--- src/rtl/opr_fetch.sv ---
// Operand-read / issue stage.
// Reads two source registers from an async-read register file, tracks outstanding
// destination writes in a per-register scoreboard, stalls on RAW/WAW hazards and
// hands operands to execute through a one-entry valid/ready output register.
//
// Optional build macro: WB_BYPASS_EN
//   defined   - a source matching this cycle's write-back is not stalled and takes wb_wdata
//   undefined - that source waits one more cycle and is read from the register file
//
// Ports:
//   clk, rst_n                 clock, async active-low reset
//   in_*                       decoded instruction (valid/ready handshake, in_ready combinational)
//   rf_raddr1/2, rf_rdata1/2   register file read ports (addresses pass straight through)
//   wb_we/waddr/wdata          write-back port; retires scoreboard entries
//   out_*                      registered operands to execute (valid/ready handshake)
//   sb_busy                    at least one write outstanding
module opr_fetch #(
    parameter int unsigned REG_AW = 5,
    parameter int unsigned DW     = 32
) (
    input  logic              clk,
    input  logic              rst_n,
    input  logic              in_valid,
    output logic              in_ready,
    input  logic [5:0]        in_opcode,
    input  logic [REG_AW-1:0] in_rs1,
    input  logic [REG_AW-1:0] in_rs2,
    input  logic              in_use1,
    input  logic              in_use2,
    input  logic [REG_AW-1:0] in_rd,
    input  logic              in_we,
    output logic [REG_AW-1:0] rf_raddr1,
    output logic [REG_AW-1:0] rf_raddr2,
    input  logic [DW-1:0]     rf_rdata1,
    input  logic [DW-1:0]     rf_rdata2,
    input  logic              wb_we,
    input  logic [REG_AW-1:0] wb_waddr,
    input  logic [DW-1:0]     wb_wdata,
    output logic              out_valid,
    input  logic              out_ready,
    output logic [5:0]        out_opcode,
    output logic [DW-1:0]     out_oprand1,
    output logic [DW-1:0]     out_oprand2,
    output logic [REG_AW-1:0] out_rd,
    output logic              out_we,
    output logic              sb_busy
);

    localparam int unsigned NREG = 2 ** REG_AW;

    logic [NREG-1:0] pend;
    logic [NREG-1:0] pend_nxt;
    logic            clr1;
    logic            clr2;
    logic            raw1;
    logic            raw2;
    logic            waw;
    logic            stall;
    logic            accept;
    logic [DW-1:0]   opr1_sel;
    logic [DW-1:0]   opr2_sel;

    assign rf_raddr1 = in_rs1;
    assign rf_raddr2 = in_rs2;

    // Source satisfied by the write-back happening this cycle
`ifdef WB_BYPASS_EN
    assign clr1 = wb_we & (wb_waddr == in_rs1);
    assign clr2 = wb_we & (wb_waddr == in_rs2);
`else
    assign clr1 = 1'b0;
    assign clr2 = 1'b0;
`endif

    // WAW deliberately ignores the same-cycle clear: the new dest waits one cycle
    assign raw1   = in_use1 & pend[in_rs1] & ~clr1;
    assign raw2   = in_use2 & pend[in_rs2] & ~clr2;
    assign waw    = in_we & pend[in_rd];
    assign stall  = in_valid & (raw1 | raw2 | waw);
    assign in_ready = ~stall & (~out_valid | out_ready);
    assign accept   = in_valid & in_ready;

    // Regfile read is async and returns pre-write data, so a bypassed source takes wb_wdata
    assign opr1_sel = clr1 ? wb_wdata : rf_rdata1;
    assign opr2_sel = clr2 ? wb_wdata : rf_rdata2;

    // Scoreboard next state: clear on write-back, then set on issue (set wins)
    always_comb begin
        pend_nxt = pend;
        if (wb_we) begin
            pend_nxt[wb_waddr] = 1'b0;
        end
        if (accept && in_we) begin
            pend_nxt[in_rd] = 1'b1;
        end
    end

    // Scoreboard and busy flag
    always_ff @(posedge clk or negedge rst_n) begin
        if (!rst_n) begin
            pend    <= '0;
            sb_busy <= 1'b0;
        end else begin
            pend    <= pend_nxt;
            sb_busy <= |pend_nxt;
        end
    end

    // One-entry output register; holds while execute back-pressures
    always_ff @(posedge clk or negedge rst_n) begin
        if (!rst_n) begin
            out_valid   <= 1'b0;
            out_opcode  <= '0;
            out_oprand1 <= '0;
            out_oprand2 <= '0;
            out_rd      <= '0;
            out_we      <= 1'b0;
        end else if (accept) begin
            out_valid   <= 1'b1;
            out_opcode  <= in_opcode;
            out_oprand1 <= opr1_sel;
            out_oprand2 <= opr2_sel;
            out_rd      <= in_rd;
            out_we      <= in_we;
        end else if (out_ready) begin
            out_valid   <= 1'b0;
        end
    end

endmodule

--- config.mk ---
export PLATFORM = sky130hd
export DESIGN_NAME = opr_fetch
export DESIGN_NICKNAME = d
export VERILOG_FILES = /design/src/rtl/opr_fetch.sv
export SDC_FILE = /design/constraint.sdc
export NUM_CORES = 1
export LEC_CHECK = 0
export CAP_MARGIN = 20
export CORE_MARGIN = 1
export CORE_UTILIZATION = 45
export DETAILED_ROUTE_END_ITERATION = 10
export GPL_TIMING_DRIVEN = 0
export PLACE_DENSITY = 0.83
export SETUP_SLACK_MARGIN = 0.5
export SLEW_MARGIN = 5
export SYNTH_ARGS = -nofsm -noshare
export SYNTH_HDL_FRONTEND = slang
export SYNTH_SLANG_ARGS = --single-unit
--- constraint.sdc ---
create_clock -name clk -period 3.5 [get_ports clk]
set_input_delay 0.7 -clock clk [delete_from_list [all_inputs] [get_ports clk]]
set_output_delay 0.7 -clock clk [all_outputs]
set_load 0.02 [all_outputs]
==> qor.txt, run 1 <==
post-layout power - 4.74 mW
vias in the first global route - 4,863
pin count of the biggest net entering global routing - 59
Vert. Die Dim - 116 µm
Tmin final - 3250 ps
Worst Skew - 10.5 ps
CTS buffer count - 9
Int Pwr - 3.22 mW
Worst Path Buf+Inv - 3
synthesized area per cell - 13.4 µm²
CP dominant cell by count - buf_6
CTS clk-pin slew, worst paths - 70 ps
Chip Width - 116 µm
Setup CP Type - in -> out
Vias/cell - 5.58
first-pass GRT wire length - 25,200 µm
max cap viols - 0
TritonCTS clock tree - built
sw frac - 31.9%
final setup fails - 0
power per cell area - 555 nW/µm²
status - complete, no violations
DP HPWL - 12,000 µm
GRT overflow - 0
clock share of power - 21.9%
CP Capture Type - output port
Slew @ Worst Pin - 770 ps
critical path arrival - 2550 ps
fmax - 308 MHz
Synth Instances - 434
slowest stage delay, CP - 520 ps
most common cell in the netlist - dfrtp_1
Initial Util - 46.1%
Syn Std Cell Area - 5820 µm²
CP max FO - 3
antenna-violating nets left - 0
register area share after synthesis - 47.3%
ant diodes - 0
Multi-input gate area - 3020 µm²
Vias - 4,533
syn nets - 564
CTS Buffer Depth - 2
filler cell count - 927
RSZ-0062 raised after global routing - yes
Ys Warns - 0
CP required - 2800 ps
H-Tree Depth - 3
Final Cycle Share - 92.8%
Worst-Skew Late Latency - 350 ps
Gate power share - 40.6%
Final nets - 766
critical path's top delay family - multiplexers
worst path cell trace - buf_6, buf_6, mux4_2, mux4_2, nor2b_4, o21ai_4, nand2_4, a21oi_4, buf_6
Flop pwr share - 37.5%
switching power - 1.51 mW
Avg WL per Cell - 20.0 µm
port buffer count - 180
relative slew slack - 48.2%
die area - 13,400 µm²
Worst path slowest cell - mux4_2
most frequent cells after synthesis - dfrtp_1 (110), mux2_4 (73), o21ai_0 (50)
Netlist cell types - 43
static leakage - 3.76 nW
CTS Sinks - 110
routability cong. - 0.933
TritonRoute pass-1 iters - 5
antenna violations before repair - 0
VDD IR max - 0.358 mV
Core ar. - 12,600 µm²
DR iter-0 viols - 268
final slew viol count - 0
layout cells sized above 1 - 31.7%
Register Area - 2750 µm²
CTS root buf - clkbuf_16
Routed Wire Length - 16,200 µm
flop and latch count out of synthesis - 110
Post-synth top flop - dfrtp_1
Remaining DRCs - 0
gr usage total - 25.0%
Rows - 41
Hold Slack - 389 ps
Post-synth EDFFs - 0
HP Class - in -> async
Fin. Hold Viols - 0
Yosys top cell by area - dfrtp_1
ranking of synthesized cells by area - dfrtp_1 (47%), mux2_4 (19%), mux4_2 (9.3%)
I/O pin cnt - 219
Synth async-reset ratio - 100%
P&R area growth vs syn - 46.7%
Critical Path Source Type - input port
share of Yosys cell area claimed by the top area cell type - 47.3%
-- kinds of logic (layout without fill, tap and decap cells) --
kind of cell | after synthesis | in the layout | share of synthesized area (%)
buf+inv | 46 | 252 | 4.95
mux | 110 | 110 | 30.5
simple gates | 83 | 83 | 8.11
flops | 110 | 110 | 47.3
compound gates | 85 | 85 | 9.16
-- state kept, by name, summed over array words and instances, names as in the netlist --
| signal | flops |
|---|---|
| out_rd | 5 |
| sb_busy | 1 |
| out_valid | 1 |
| pend | 32 |
| out_opcode | 6 |
| out_oprand2 | 32 |
| out_oprand1 | 32 |
| out_we | 1 |
-- repair_timing --
item	in CTS	in global routing
setup buffers	8	1
hold buffers	0	0
pin swaps	8	11
resized for setup	52	39
gates cloned	0	1
endpoints found under the setup margin	104	15
-- cell usage in the layout (no fill, tap or decap), drive strengths merged, types with 5 or more instances in the layout --
| cell | Yosys | routed |
|---|---|---|
| nor4 | 7 | 7 |
| nand3 | 8 | 8 |
| mux2 | 78 | 78 |
| mux2i | 8 | 8 |
| dfrtp | 110 | 110 |
| nand2 | 21 | 21 |
| nor2b | 6 | 6 |
| clkbuf | 2 | 16 |
| nand4 | 8 | 8 |
| nor2 | 10 | 10 |
| buf | 28 | 44 |
| o21ai | 51 | 51 |
| a31oi | 6 | 6 |
| nand3b | 5 | 5 |
| o21a | 7 | 7 |
| mux4 | 24 | 24 |
| inv | 16 | 17 |
| clkdlybuf4s50 | 0 | 168 |
-- worst reg2reg max path, delay by kind of cell (launching register included) --
kind,cells,cell delay [ps]
simple gates,1,240
mux,2,800
compound gates,3,820
buf+inv,2,500
flops,1,420
-- power groups by stage --
stage	logic, mW	clock network, mW	registers, mW
floorplan	0.760	0	2.02
global placement	1.80	0	1.76
detailed placement	1.84	0	1.78
CTS	1.88	1.06	1.77
global route	2.03	1.11	1.81
finish	1.92	1.04	1.78
-- worst paths after layout --
| path | end | slack (ps) | cells past startpoint | from |
|---|---|---|---|---|
| max | in_ready | 250 | 9 | in_rd[0] |
| min | out_oprand2[21] | 390 | 1 | rst_n |
| max reg2reg | out_opcode[5] | 610 | 8 | pend[6] |
| min reg2reg | out_rd[1] | 500 | 2 | out_rd[1] |
| max in group asynchronous | pend[25] | 2400 | 2 | rst_n |
| min in group clk | out_rd[1] | 500 | 2 | out_rd[1] |
-- cell type report --
cell class	instances	area share, %
Multi-Input combinational cell	278	35.4
Sequential cell	110	32.3
Timing Repair Buffer	191	22.2
Buffer	30	3.33
Clock buffer	11	2.96
Tap cell	172	2.52
Inverter	16	0.704
Clock inverter	4	0.630
-- through the flow --
step                      area, µm²  util, %  TNS [ps]  cells  setup slack (ps)
after floorplan                5900        -         0    434               262
after global placement         7920     62.7   -276970    786             -2220
after detailed placement       7940     62.9    -33780    787             -1090
after CTS                      8400     66.5         0    810               261
after global routing           8530     67.6         0    812               191
final                          8530     67.6         0    812               252
-- layer usage --
layer	global-route usage, %	wire, µm	up-vias
met5	0	0	-
met4	12.9	588	0
met3	6.96	1520	55
met2	41.5	8000	245
met1	29.8	6100	2224
li1	-	-	2009
Power figures use the tool's default switching activity.
==> run 2, diff against run 1 <==
Settings changed: CTS_CLUSTER_SIZE set to 30.
==> results of run 2 <==
Same layout as run 1: the final DEF is identical, and so are final timing and power.
